[config.mk]
export PLATFORM = sky130hd
export DESIGN_NAME = csm_final_adder_seq
export DESIGN_NICKNAME = d
export VERILOG_FILES = /design/src/rtl/csm_final_adder_seq.sv
export SDC_FILE = /design/constraint.sdc
export NUM_CORES = 1
export LEC_CHECK = 0
export ABC_CLOCK_PERIOD_IN_PS = 1800
export BUFFER_PORTS_ARGS = -buffer_cell sky130_fd_sc_hd__clkbuf_2
export CORE_MARGIN = 5
export CORE_UTILIZATION = 40
export CTS_CLUSTER_DIAMETER = 120
export DETAILED_ROUTE_END_ITERATION = 7
export PLACE_DENSITY = 0.71
export SYNTH_ARGS = -nofsm -noshare
export SYNTH_HDL_FRONTEND = slang
export SYNTH_SLANG_ARGS = --single-unit
[constraint.sdc]
create_clock -name clk -period 1.8 [get_ports clk]
set_input_delay 0.36 -clock clk [delete_from_list [all_inputs] [get_ports clk]]
set_output_delay 0.36 -clock clk [all_outputs]
set_load 0.05 [all_outputs]
[src/rtl/csm_final_adder_seq.sv]
// Sequential final adder for a carry-save multiplier result.
// The upper half of the sum vector is added to the carry vector CHUNK bits per
// cycle, and the carry ripples between chunks through a single carry flop.
// The lower half of the sum vector passes straight through to the product.
//
// state | meaning
// ------+----------------------------------------------------------
// IDLE  | waiting for a carry-save result; in_ready high
// ADD   | resolving one chunk of the upper half per cycle
// DONE  | product/co valid and held until downstream takes them
module csm_final_adder_seq #(
  parameter int W     = 4,
  parameter int CHUNK = 2
) (
  input  logic           clk,
  input  logic           rst,
  input  logic           in_valid,
  output logic           in_ready,
  input  logic [2*W-1:0] s_in,
  input  logic [W-1:0]   carry_in,
  output logic           out_valid,
  input  logic           out_ready,
  output logic [2*W-1:0] product,
  output logic           co
);

  localparam int N     = W / CHUNK;
  localparam int IDX_W = (N > 1) ? $clog2(N) : 1;

  // A partial last chunk would silently drop product bits, so refuse it.
  if ((CHUNK < 1) || (W % CHUNK != 0)) begin : g_bad_chunk
    $error("csm_final_adder_seq: W must be a non-zero multiple of CHUNK");
  end

  typedef enum logic [1:0] {
    S_IDLE = 2'd0,
    S_ADD  = 2'd1,
    S_DONE = 2'd2
  } state_t;

  state_t           state_q, state_d;
  logic [IDX_W-1:0] idx_q, idx_d;
  logic             cbit_q, cbit_d;
  logic [W-1:0]     s_hi_q, s_hi_d;
  logic [W-1:0]     carry_q, carry_d;
  logic [2*W-1:0]   product_q, product_d;
  logic             co_q, co_d;

  logic [CHUNK-1:0] chunk_a;
  logic [CHUNK-1:0] chunk_b;
  logic [CHUNK:0]   chunk_sum;

  // Pick the operand chunks addressed by idx and add them with the running carry.
  always_comb begin
    chunk_a = '0;
    chunk_b = '0;
    for (int i = 0; i < N; i++) begin
      if (idx_q == IDX_W'(i)) begin
        chunk_a = s_hi_q[i*CHUNK +: CHUNK];
        chunk_b = carry_q[i*CHUNK +: CHUNK];
      end
    end
    chunk_sum = {1'b0, chunk_a} + {1'b0, chunk_b} + {{CHUNK{1'b0}}, cbit_q};
  end

  // Next-state and datapath update for the IDLE -> ADD -> DONE sequence.
  always_comb begin
    state_d   = state_q;
    idx_d     = idx_q;
    cbit_d    = cbit_q;
    s_hi_d    = s_hi_q;
    carry_d   = carry_q;
    product_d = product_q;
    co_d      = co_q;

    case (state_q)
      S_IDLE: begin
        if (in_valid) begin
          s_hi_d             = s_in[2*W-1:W];
          carry_d            = carry_in;
          product_d[W-1:0]   = s_in[W-1:0];
          cbit_d             = 1'b0;
          idx_d              = '0;
          state_d            = S_ADD;
        end
      end

      S_ADD: begin
        for (int i = 0; i < N; i++) begin
          if (idx_q == IDX_W'(i)) begin
            product_d[W+i*CHUNK +: CHUNK] = chunk_sum[CHUNK-1:0];
          end
        end
        cbit_d = chunk_sum[CHUNK];
        if (idx_q == IDX_W'(N - 1)) begin
          co_d    = chunk_sum[CHUNK];
          state_d = S_DONE;
        end else begin
          idx_d = idx_q + IDX_W'(1);
        end
      end

      S_DONE: begin
        // Result stays frozen here; going back to IDLE costs one cycle before
        // the next accept, which keeps in_ready a pure function of state.
        if (out_ready) begin
          state_d = S_IDLE;
        end
      end

      default: begin
        state_d = S_IDLE;
      end
    endcase
  end

  // State and datapath registers with synchronous reset.
  always_ff @(posedge clk) begin
    if (rst) begin
      state_q   <= S_IDLE;
      idx_q     <= '0;
      cbit_q    <= 1'b0;
      s_hi_q    <= '0;
      carry_q   <= '0;
      product_q <= '0;
      co_q      <= 1'b0;
    end else begin
      state_q   <= state_d;
      idx_q     <= idx_d;
      cbit_q    <= cbit_d;
      s_hi_q    <= s_hi_d;
      carry_q   <= carry_d;
      product_q <= product_d;
      co_q      <= co_d;
    end
  end

  assign in_ready  = (state_q == S_IDLE);
  assign out_valid = (state_q == S_DONE);
  assign product   = product_q;
  assign co        = co_q;

endmodule
* After elaboration in Yosys (flattened, before gate mapping)
Index checks and enable logic that the tools add are counted.
** Operators by class
- Add/sub/neg operators :: 3
- Equal/unequal tests :: 5
- Muxes and demuxes :: 10
- Bitwise gates (word level) :: 1
- Reductions and logical operators :: 7
** Operators with widths (number)
- two-way mux 2 bit :: 5
- AND reduction 2 bit :: 4
- one-hot mux 2 bit (3 select lines) :: 1
- inequality test 2 bit, second input constant :: 2
- one-hot mux 1 bit (2 select lines) :: 2
- adder 2 x 2 -> 3 bit :: 1
- adder 3 x 1 -> 3 bit :: 1
- AND reduction 3 bit :: 1
- equality test 2 x 1 -> 1 bit, second input constant :: 1
- equality test 2 bit, second input constant :: 1
- logical NOT 2 bit :: 1
- two-way mux 1 bit :: 2
- inequality test 2 x 1 -> 1 bit, second input constant :: 1
- nonzero test 2 bit :: 1
- adder 1 bit, second input constant :: 1
- inverter 1 bit :: 1
** Storage, ports and cells
- Bits in registers :: 21
- Input bits :: 16
- Output and inout bits :: 11
- Logic and storage cells :: 35

* Longest topological paths before layout
- Word-level depth :: 4
- Gate-level depth with buffers :: 6
- Gate-level depth less buffers :: 5

* Worst setup path after synthesis
OpenSTA, ideal clock, no wires.
- Path kind :: reg2reg
- Start :: register idx_q
- End :: register cbit_q
- Library setup time :: 0.070 ns
- Arrival time :: 1.732 ns
- Required time :: 1.730 ns
- Path slack :: -0.002 ns
- Cell stages (with the launch flop) :: 7
- Buffers on the path :: 1
- Period minus slack after synthesis :: 1.802 ns
- Cell sequence :: dfxtp_1 buf_4 mux2i_1 fa_1 fa_1 or2_2 a21oi_1
** On the way
- Word-level cells in the longest chain between the ends :: 4
- Elaborated cells between the ends (all ways) :: 5
- Those cells by class :: add/sub: 2; mux: 3
** RTL lines
- from (decl) :: line 42 : logic [IDX_W-1:0] idx_q, idx_d;
- from (signal assigned) :: line 129 : idx_q <= idx_d;
- two-way mux 2 bit :: line 58 : if (idx_q == IDX_W'(i)) begin
- adder 2 x 2 -> 3 bit * :: line 63 : chunk_sum = {1'b0, chunk_a} + {1'b0, chunk_b} + {{CHUNK{1'b0}}, cbit_q};
- adder 3 x 1 -> 3 bit * :: line 63
- one-hot mux 1 bit (2 select lines) * :: line 76 : case (state_q)
- to (signal assigned) :: line 130 : cbit_q <= cbit_d;
- to (decl) :: line 43 : logic cbit_q, cbit_d;
Mark *: on every way between the ends. The rest lies on a longest branch, timed or not.
A chain may end at the register's enable or synchronous reset.

* Final worst setup path
Same ends and word-level chain as after synthesis.

==> run summary <==
sequential share of the synthesized area: 47.39%
die area: 0.003260 mm^2
1st-pass router iterations: 3
Placement Cell Area: 0.001025 mm^2
count of final hold-check violations: 0
max-cap violations: 0
Area contributors post-synth: dfxtp_1 47%, nand2_1 10%, a21oi_1 8.5%, fa_1 4.5%, mux2i_1 4.5%
Global Route Usage Sum: 11.93%
leading area contributor after synthesis: dfxtp_1
htree depth: 1
Req. time, crit path: 2.04 ns
Layout area overhead: 19.89%
Slew HR: 71.64%
crit path capture type: flop
CTS Buffer Depth: 2
Sink Count: 21
Final GP Congestion: 0.8593
Initial Util: 40.89%
Site Rows: 17
first-pass GRT wire length: 3091 um
Place WS: -0.0007159 ns
Routed wire per std cell: 11.36 um
Setup CP Type: reg -> reg
DP Wirelength: 1350 um
Num CTS Buffers: 3
worst path cell trace: mux2i_1, fa_2, fa_2, or2_2, a21oi_2
Cell Area, Synth: 887.1 um^2
worst slew pin tran: 0.4253 ns
final worst path period need: 1.735 ns
Post-CTS Setup Inserts: 0
CP Launch Type: flop
Inst Count DP: 150
die height: 57.10 um
status: completed
Finished Cell Area: 0.001064 mm^2
Util after Layout: 49.02%
gr ovfl total: 0
IO Count: 27
CP Data Arrival Time: 1.98 ns
FMAX: 576.2 MHz
cell mode on critical path: fa_2
1st-iter DRT viols: 14
DRC Markers: 0
Slew Limit Fails: 0
Seq cells post-synth: 21
# port buffers: 26
n_diodes: 0
Clock Skew: 0.002012 ns
Cells after Synth: 101
Min-Delay Path Class: in -> reg
M2 GR Usage: 20.23%
syn avg cell area: 8.783 um^2
GRT met3 Usage: 3.167%
final cell count without fillers: 154
clock transition at the registers of the reported paths: 0.11 ns
Clk Latency, worst-skew pair: 0.30 ns
Hold WS: 0.2617 ns
synthesized net count: 119
Root Buffer: clkbuf_4
met1 Usage GRT: 13.77%
Total Wirelength: 1750 um
via count: 732
slowest stage delay, CP: 0.38 ns
Synth warnings: 0
post-synth top area share: 47.39%
initial antenna violation count: 0
cts hold-fix bufs: 0
Synth cell types: 21
Most Crowded Layer GR: met2
vias in the first global route: 741
pin count of the biggest net entering global routing: 22
slack of the critical path: 0.06461 ns
layout cells sized above 1: 34.13%
VDD IR max: 0.5736 mV
post-route ant nets: 0
Die Wd: 57.10 um
CORE AREA: 0.002170 mm^2
Slowest cell on crit path: dfxtp_4
Final Net Count: 145
CTS tree: built
setup TNS: 0 ns
DR vias/cell: 4.753
P_leak: 0.4436 nW
final setup fails: 0
PwrDens: 873.6 mW/mm^2
Overall Power: 929.1 uW
period utilization: 96.41%
CP Max Fanout: 4
RSZ-0062 raised after global routing: no
[power breakdown]
part | switching, mW | internal [mW]
registers | 0.0213 | 0.494
logic | 0.122 | 0.0674
clock network | 0.141 | 0.0830
[path summary, 6_finish.rpt]
path / start / end / slack (ns) / depth (start not counted)
setup / recovery: idx_q$_SDFFE_PP0P_ / cbit_q$_SDFFE_PP0P_ / 0.06 / 5
hold / removal: carry_in[0] / carry_q[0]$_SDFFE_PP0P_ / 0.26 / 3
setup reg to reg: idx_q$_SDFFE_PP0P_ / cbit_q$_SDFFE_PP0P_ / 0.06 / 5
hold reg to reg: s_hi_q[0]$_SDFFE_PP0P_ / s_hi_q[0]$_SDFFE_PP0P_ / 0.47 / 2
[layer usage]
metal,share of wire [%],vias up
met5,0,-
met4,1.9,0
met3,7.7,3
met2,47,23
met1,43,325
li1,-,381
[registers in the layout (all words and copies together) (netlist names)]
name,count
cbit_q,1
idx_q,1
co,1
product,8
state_q,2
carry_q,4
s_hi_q,4
[logic make-up (layout without fill, tap and decap cells)]
family,Yosys count,count (layout),share of synthesized area (%)
multiplexers,5,5,5.783
flip-flops,21,21,47.39
AND/OR/NAND/NOR,40,40,21.30
AO/OA/AOI/OAI,22,22,13.82
buffers and inverters,11,36,7.193
adder cells (fa/ha/maj),2,2,4.514
[critical path, delay by kind of cell (launching register included)]
family                   cells  cell delay (ns)
adder cells (fa/ha/maj)      2             0.73
flip-flops                   1             0.38
AND/OR/NAND/NOR              1             0.31
multiplexers                 1             0.14
AO/OA/AOI/OAI                1             0.12
[Yosys cell counts, drive strengths merged]
cell type   n
dfxtp      21
a211oi      5
nand2      24
or3b        1
and3b       1
buf         6
nor3b       2
o21ai       2
or2         1
mux2        1
fa          2
a21oi      15
nor2        8
nor3        1
inv         3
mux2i       4
clkbuf      2
nor2b       1
nand2b      1
[cell type report]
cell class              instances  area, um^2
fillers                       239        1106
flip-flops and latches         21       425.4
multi-input cells              69       411.6
repair buffers                 29       152.6
well taps                      28       35.03
clock buffers                   3       22.52
inverters                       3       11.26
clock inverters                 1       5.005
[cells in the final DEF (no fill, tap or decap), types with 2 or more instances in the layout]
cell / Yosys / layout
inv_1: 3 / 3
o21ai_0: 2 / 2
nor2_1: 8 / 8
mux2i_1: 4 / 4
buf_4: 1 / 3
clkbuf_2: 0 / 26
clkbuf_4: 0 / 3
nand2_1: 24 / 24
a211oi_1: 5 / 5
dfxtp_1: 21 / 19
a21oi_1: 15 / 14
nor3b_2: 2 / 2
fa_2: 0 / 2
[timing repair]
action                     CTS  global route
pin swaps                    0             0
resized for setup            1             4
setup endpoints to repair    1             2
No activity file was read; power rests on OpenSTA's default activity.
